==> config.mk <==
export PLATFORM = sky130hd
export DESIGN_NAME = multdiv_ctrl
export DESIGN_NICKNAME = d
export VERILOG_FILES = /design/src/rtl/processor_pkg.sv /design/src/rtl/md_decode.sv /design/src/rtl/multdiv_ctrl.sv
export SDC_FILE = /design/constraint.sdc
export NUM_CORES = 1
export LEC_CHECK = 0
export BUFFER_PORTS_ARGS = -buffer_cell sky130_fd_sc_hd__buf_2
export CORE_MARGIN = 2
export CORE_UTILIZATION = 41
export DETAILED_ROUTE_END_ITERATION = 12
export PLACE_DENSITY_LB_ADDON = 0.05
export RECOVER_POWER = 25
export SLEW_MARGIN = 20
export SYNTH_ARGS = -nofsm -noshare
export SYNTH_HDL_FRONTEND = slang
export SYNTH_SLANG_ARGS = --single-unit
==> constraint.sdc <==
create_clock -name clock -period 1.4 [get_ports clock]
set_input_delay 0.28 -clock clock [delete_from_list [all_inputs] [get_ports clock]]
set_output_delay 0.28 -clock clock [all_outputs]
set_load 0.05 [all_outputs]
==> src/rtl/processor_pkg.sv <==
// rtl/processor_pkg.sv - shared pipeline constants, status codes and multdiv sequencer state type
package processor_pkg;

    // Opcode field value for R-type ALU instructions.
    localparam logic [4:0] OP_ALU = 5'd0;

    // ALU op field values that route to the shared multdiv unit.
    localparam logic [4:0] ALUOP_MUL = 5'd6;
    localparam logic [4:0] ALUOP_DIV = 5'd7;

    // Status register written on a multdiv exception or timeout.
    localparam logic [4:0] RSTATUS = 5'd30;

    // Status codes written to RSTATUS.
    localparam logic [31:0] ST_MUL_OVF    = 32'd4;
    localparam logic [31:0] ST_DIV_ZERO   = 32'd5;
    localparam logic [31:0] ST_MD_TIMEOUT = 32'd6;

    typedef enum logic [1:0] {
        MD_IDLE  = 2'd0,
        MD_BUSY  = 2'd1,
        MD_DONE  = 2'd2,
        MD_DRAIN = 2'd3
    } md_state_t;

endpackage

==> src/rtl/md_decode.sv <==
// rtl/md_decode.sv - combinational decode of mul/div from the DX instruction
//   ir     in  32 : instruction in DX
//   is_md  out  1 : instruction is mul or div
//   is_div out  1 : instruction is div
//   rd     out  5 : destination register field
module md_decode
    import processor_pkg::*;
(
    input  logic [31:0] ir,
    output logic        is_md,
    output logic        is_div,
    output logic [4:0]  rd
);

    logic        alu_op;
    logic [4:0]  aluop;
    logic        unused_bits;

    assign alu_op = (ir[31:27] == OP_ALU);
    assign aluop  = ir[6:2];
    assign is_md  = alu_op && ((aluop == ALUOP_MUL) || (aluop == ALUOP_DIV));
    assign is_div = (aluop == ALUOP_DIV);
    assign rd     = ir[26:22];

    // Source, shamt and low bits play no part in sequencing.
    assign unused_bits = ^{ir[21:7], ir[1:0]};

endmodule

==> src/rtl/multdiv_ctrl.sv <==
// rtl/multdiv_ctrl.sv - sequencer that issues mul/div to the shared multdiv unit and injects the writeback into XM
//   Optional feature: MULTDIV_TIMEOUT_EN (bounded wait of TIMEOUT cycles for md_rdy)
//   clock, reset(async, active-low)
//   dx_ir, dx_opA, dx_opB, flush        : DX stage instruction, operands, squash
//   md_opA, md_opB, md_ctrl_mult/div    : operands and start pulses to multdiv unit
//   md_result, md_exception, md_rdy     : multdiv unit outputs
//   stall                               : hold PC/FD/DX (combinational)
//   res_valid, res_rd, res_data         : result write injected into XM
module multdiv_ctrl
    import processor_pkg::*;
#(
    parameter int TIMEOUT = 64
) (
    input  logic        clock,
    input  logic        reset,
    input  logic [31:0] dx_ir,
    input  logic [31:0] dx_opA,
    input  logic [31:0] dx_opB,
    input  logic        flush,
    output logic [31:0] md_opA,
    output logic [31:0] md_opB,
    output logic        md_ctrl_mult,
    output logic        md_ctrl_div,
    input  logic [31:0] md_result,
    input  logic        md_exception,
    input  logic        md_rdy,
    output logic        stall,
    output logic        res_valid,
    output logic [4:0]  res_rd,
    output logic [31:0] res_data
);

    md_state_t   state, state_nxt;
    logic        is_md, is_div;
    logic [4:0]  rd_dec;
    logic        op_div_q;
    logic [4:0]  rd_q;
    logic        pulse;
    logic        issue;
    logic        rdy_ok;
    logic        busy_to;
    logic        drain_to;

    md_decode u_decode (
        .ir     (dx_ir),
        .is_md  (is_md),
        .is_div (is_div),
        .rd     (rd_dec)
    );

    // The start pulse marks the first BUSY cycle; md_rdy seen then belongs
    // to the previous operation and must not be taken as this result.
    assign pulse  = md_ctrl_mult | md_ctrl_div;
    assign issue  = (state == MD_IDLE) && is_md && !flush;
    assign rdy_ok = md_rdy && !pulse;

`ifdef MULTDIV_TIMEOUT_EN
    localparam int CW = $clog2(TIMEOUT) + 1;
    logic [CW-1:0] cnt;

    assign busy_to  = (state == MD_BUSY) && !pulse && !md_rdy && (cnt == CW'(TIMEOUT - 1));
    assign drain_to = (state == MD_DRAIN) && (cnt == CW'(TIMEOUT - 1));

    always_ff @(posedge clock or negedge reset) begin
        if (!reset) begin
            cnt <= '0;
        end else if (issue || ((state == MD_BUSY) && (state_nxt == MD_DRAIN))) begin
            cnt <= '0;
        end else if ((state == MD_BUSY) || (state == MD_DRAIN)) begin
            cnt <= cnt + 1'b1;
        end
    end
`else
    logic timeout_unused;
    assign timeout_unused = (TIMEOUT > 0);
    assign busy_to  = 1'b0;
    assign drain_to = 1'b0;
`endif

    always_comb begin
        state_nxt = state;
        stall     = 1'b0;
        case (state)
            MD_IDLE: begin
                if (issue) begin
                    stall     = 1'b1;
                    state_nxt = MD_BUSY;
                end
            end
            MD_BUSY: begin
                stall = 1'b1;
                // A flush coinciding with ready means the unit is already
                // idle, so there is nothing left to drain.
                if (flush)                  state_nxt = rdy_ok ? MD_IDLE : MD_DRAIN;
                else if (rdy_ok || busy_to) state_nxt = MD_DONE;
            end
            MD_DONE: begin
                state_nxt = MD_IDLE;
            end
            MD_DRAIN: begin
                stall = is_md;
                if (md_rdy || drain_to) state_nxt = MD_IDLE;
            end
            default: state_nxt = MD_IDLE;
        endcase
    end

    always_ff @(posedge clock or negedge reset) begin
        if (!reset) begin
            state        <= MD_IDLE;
            op_div_q     <= 1'b0;
            rd_q         <= '0;
            md_opA       <= '0;
            md_opB       <= '0;
            md_ctrl_mult <= 1'b0;
            md_ctrl_div  <= 1'b0;
            res_valid    <= 1'b0;
            res_rd       <= '0;
            res_data     <= '0;
        end else begin
            state        <= state_nxt;
            md_ctrl_mult <= 1'b0;
            md_ctrl_div  <= 1'b0;
            res_valid    <= 1'b0;
            if (issue) begin
                op_div_q     <= is_div;
                rd_q         <= rd_dec;
                md_opA       <= dx_opA;
                md_opB       <= dx_opB;
                md_ctrl_mult <= !is_div;
                md_ctrl_div  <= is_div;
            end
            if ((state == MD_BUSY) && (state_nxt == MD_DONE)) begin
                res_valid <= 1'b1;
                if (!rdy_ok) begin
                    res_rd   <= RSTATUS;
                    res_data <= ST_MD_TIMEOUT;
                end else if (md_exception) begin
                    res_rd   <= RSTATUS;
                    res_data <= op_div_q ? ST_DIV_ZERO : ST_MUL_OVF;
                end else begin
                    res_rd   <= rd_q;
                    res_data <= (rd_q == 5'd0) ? 32'd0 : md_result;
                end
            end
        end
    end

endmodule

# Yosys cells after proc, flatten, opt, wreduce, memory -nomap -nowiden
# Cells that the tools add are included.
[word_totals]
regBits = 112
latch_bits = 0
mem_bits_rw = 0
romBits = 0
in_bits = 133
output_inout_bits = 105
word_cells = 46
mem_count = 0
[classes]
n_addsub = 0
n_mul = 0
div_mod_pow = 0
magnitude_cmp = 0
eq_ne = 6
shifts = 0
muxes = 17
n_bitwise = 1
n_reduce_logical = 12
[ops]
columns = ["cell", "n"]
rows = [
  ["32-bit two-way mux", 3],
  ["5-bit by 3-bit == test with 1-bit output (second input constant)", 2],
  ["5-bit logical NOT", 2],
  ["2-bit two-way mux", 5],
  ["5-bit two-way mux", 2],
  ["2-bit case mux with 4 select lines", 1],
  ["2-bit == test (second input constant)", 3],
  ["1-bit logical AND", 5],
  ["1-bit two-way mux", 5],
  ["1-bit logical NOT", 3],
  ["1-bit case mux with 3 select lines", 1],
  ["2-bit by 1-bit == test with 1-bit output (second input constant)", 1],
  ["2-bit logical NOT", 1],
  ["1-bit logical OR", 1],
  ["1-bit OR", 1],
]

# Longest topological paths before layout
[logic_depth]
ltp_word = 10
depth_mapped = 5
ltp_nobuf = 4

# Hierarchy
# A second synthesis with hierarchy kept.
[hier_totals]
cells_unflattened = 318
area_unflattened_um2 = 4494.3
[modules_own_cells]
columns = ["module", "instances", "cells_per_inst", "area_per_inst_um2", "seq_area_each_um2"]
rows = [
  ["multdiv_ctrl", 1, 309, 4420.5, 2802.7],
  ["md_decode", 1, 9, 73.8, 0.0],
]

# Least setup slack after synthesis
# Ideal clock, no wire load.
[synth_path]
path_kind = "reg-to-output"
from = "register state[1]"
to = "output port stall"
t_arrival_ns = 1.611
required_time_ns = 1.120
setup_slack_ns = -0.491
path_stages_with_launch = 6
path_buffers = 2
path_cell_list = "dfrtp_1 > nor2_1 > clkbuf_1 > clkbuf_1 > nand4_1 > nand3_1"
[synth_between]
elab_chain_len = 5
elab_cells_between_ends = 7
classes_between = "eq/ne (2); mux (2); reduce/logical (3)"
[synth_rtl]
columns = ["element", "line", "rtl"]
rows = [
  ["start: declaration", "multdiv_ctrl.sv:33", "md_state_t state, state_nxt;"],
  ["start signal: assignment", "multdiv_ctrl.sv:121", "state <= state_nxt;"],
  ["2-bit logical NOT", "multdiv_ctrl.sv:54, multdiv_ctrl.sv:83", ""],
  ["1-bit logical AND (2 in series)", "multdiv_ctrl.sv:54", "assign issue = (state == MD_IDLE) && is_md && !flush;"],
  ["1-bit two-way mux", "multdiv_ctrl.sv:85", "if (issue) begin"],
  ["1-bit case mux with 3 select lines (*)", "multdiv_ctrl.sv:83", "case (state)"],
  ["end: declaration", "multdiv_ctrl.sv:27", "output logic stall,"],
]
# Every way passes the cells marked *; elsewhere a longest branch is shown, timed or not.

# Final worst setup path
# Same ends and word-level chain as after synthesis.

==> out/qor.txt <==
outcome: complete, but fails checks
failing checks: setup timing
register area share after synthesis: 59.0%
skew final: 5.28 ps
Core Rows: 39
htree depth: 3
critical path arrival: 1350 ps
Layout area overhead: 47.1%
area share of the largest cell type after synthesis: 59.0%
DR DRC count: 0
Hold Fails Final Rpt: 0
Die Area: 12500 sq um
VDD IR max: 0.693 mV
multi-input logic area: 1930 sq um
I/O pin count: 238
post-synth cell types: 32
top_reg_cell synth: dfrtp_1
power share of the combinational group: 10.5%
Pins Over Slew Limit: 0
NetSw: 1.61 mW
routability cong.: 0.735
Initial Utilization: 41.8%
Leakage: 3.93 nW
Post-synth EDFFs: 0
RSZ-0062 raised after global routing: yes
dpl cells: 681
global-route wire length before repair: 18500 um
vias in the first global route: 3677
# diodes: 0
Worst-path clk slew: 70 ps
Slew @ Worst Pin: 590 ps
post-synth top area cell: dfrtp_1
Max clock buf depth: 2
ANT nets after route: 0
Mapped Nets: 447
Flop pwr share: 47.6%
P per Cell Area: 1000 nW/um^2
initial antenna violation count: 1
CP Data Required Time: 1120 ps
asr flop ratio synth: 100%
setup ws final: -232 ps
total CTS buffers: 9
post-layout min period: 1630 ps
DR iter-0 viols: 201
DRT Pass-1 Iters: 4
Die Ht: 112 um
Syn Inst Count: 314
WL per Instance: 16.8 um
Worst slew margin: 60.7%
Total Routing Usage GR: 18.8%
Clk network pwr share: 41.9%
WHS Path Cells: 2
worst skew pair latency: 340 ps
layout cell share with drive strength beyond 1: 65.9%
Synth Cell Area: 4750 sq um
via count: 3510
TritonCTS clock tree: built
Max Cap Viol: 0
core area: 11400 sq um
Routed WL: 12000 um
pin count of the biggest net entering global routing: 45
CP Class: register to output port
clk root buf: clkbuf_16
port bufs: 220
depth of the most critical reg-to-reg path: 6
Max Clock Freq: 613 MHz
dominant cells by area after synthesis: dfrtp_1, mux2_4, o2bb2ai_1
Die X: 112 um
crit end category: output port
# fillers: 891
Int Pwr: 5.39 mW
Worst Path Max Fanout: 5
fin cells: 712
worst hold path type: input port to register
startpoint class of the critical path: register
pre-CTS setup slack: -283 ps
Syn Area/Cell: 15.1 sq um
gr ovfl total: 0
CTS sink cnt: 112
post-DP HPWL: 7990 um
period utilisation layout: 117%
synth warn: 0
FF+latch area: 2810 sq um
final setup vio count: 103
via/cell ratio: 4.93
Layout Nets: 698
switching part of the total: 23.1%
#FFs+latches synth: 112
## power by group through the flow
stage                     logic, mW  registers [mW]  clock network [mW]
after global routing          0.787            3.34                3.14
final                         0.734            3.33                2.94
after CTS                     0.756            3.33                3.00
after global placement        0.712            3.39                   0
after detailed placement      0.720            3.39                   0
after floorplan               0.155            3.59                   0
## cells in the mapped netlist (2+ instances only)
cell type    n
dfrtp_1    112
mux2_4      69
nand3_1     31
o2bb2ai_1   29
a21oi_1      8
buf_6        7
clkbuf_1     7
a31oi_1      6
inv_1        6
nand4_1      4
nor2_1       4
o21ai_0      4
buf_2        3
buf_1        2
buf_4        2
nand2_1      2
nor2b_1      2
nor4b_4      2
## cell families after synthesis
kind of cell,share of synthesized area [%]
compound gates,8.09
mux,22.1
buf+inv,3.56
simple gates,7.09
flops,59.0
xor+xnor,0.184
## area by class of cell
cell class | instances | share of cell area, %
timing repair buffer | 261 | 24.5
sequential | 112 | 40.2
inverter | 7 | 0.412
multi-input combinational | 174 | 27.6
clock inverter | 3 | 1.29
tap | 143 | 2.56
clock buffer | 12 | 3.53
## state kept, by name, indices dropped and copies added (netlist names)
| signal | flops |
|---|---|
| md_ctrl_mult | 1 |
| state | 2 |
| op_div_q | 1 |
| res_data | 32 |
| res_rd | 5 |
| md_opA | 32 |
| res_valid | 1 |
| md_opB | 32 |
| rd_q | 5 |
| md_ctrl_div | 1 |
## what timing repair did
| action | 4_1_cts | 5_1_grt |
|---|---|---|
| setup endpoints to repair | 109 | 109 |
| gates resized for setup | 31 | 14 |
| hold buffers | 1 | 0 |
| pin swaps | 8 | 7 |
| hold endpoints to repair | 19 | 0 |
| buffers inserted | 6 | 3 |
| cloned | 4 | 7 |
## critical path, stage by stage, from the launching register on
cell and delay, ps:
dfrtp_1 400, buf_6 140, nor2_4 90, nand4_1 140, nand3_4 90, buf_8 150
## path summary, 6_finish.rpt
path	start	endpoint	slack, ps
max	state[1]$_DFF_PN0_	stall	-230
min	dx_ir[2]	md_ctrl_mult$_DFF_PN0_	120
max reg2reg	state[1]$_DFF_PN0_	md_opA[17]$_DFFE_PN0P_	-210
min reg2reg	res_data[7]$_DFFE_PN0P_	res_data[7]$_DFFE_PN0P_	490
max in group asynchronous	reset	res_data[27]$_DFFE_PN0P_	190
min in group asynchronous	reset	res_data[12]$_DFFE_PN0P_	470
## per-layer routing
metal / vias up / part of all wire, % / global-route usage, %
li1: 1644 / - / -
met3: 17 / 5.8 / 4.19
met5: - / 0.13 / 0
met4: 2 / 1.6 / 7.16
met2: 144 / 49 / 31.5
met1: 1703 / 44 / 24.0
## stage by stage
stage                     setup TNS, ps  cell area, sq um  power, mW  util (%)  hold slack [ps]
after CTS                        -17920              6890       7.09      60.6             99.0
after global placement           -22700              6260       4.10      55.1              199
after global routing             -24270              6990       7.26      61.5              119
final                            -18300              6990       7.00      61.5              117
after floorplan                   -9590              4860       3.75         -            -15.6
after detailed placement         -21580              6260       4.11      55.1              199
## layout by cell type (no fill, tap or decap), drive strengths merged
cell	Yosys	routed
nand2	2	2
nor2b	2	2
a21bo	1	1
nand2b	1	1
or4	1	1
dlygate4sd3	0	1
nor4b	2	2
o211ai	1	1
buf	14	253
mux2	70	70
nor3	2	2
inv	6	7
nor3b	1	1
nand3	31	31
a21oi	8	8
and4bb	1	1
bufinv	0	3
o2bb2ai	29	29
xor2	1	1
o21ai	5	5
nand4	5	5
a31oi	6	6
dfrtp	112	112
o211a	1	1
nor2	4	4
clkbuf	7	19
Power figures use the tool's default switching activity.
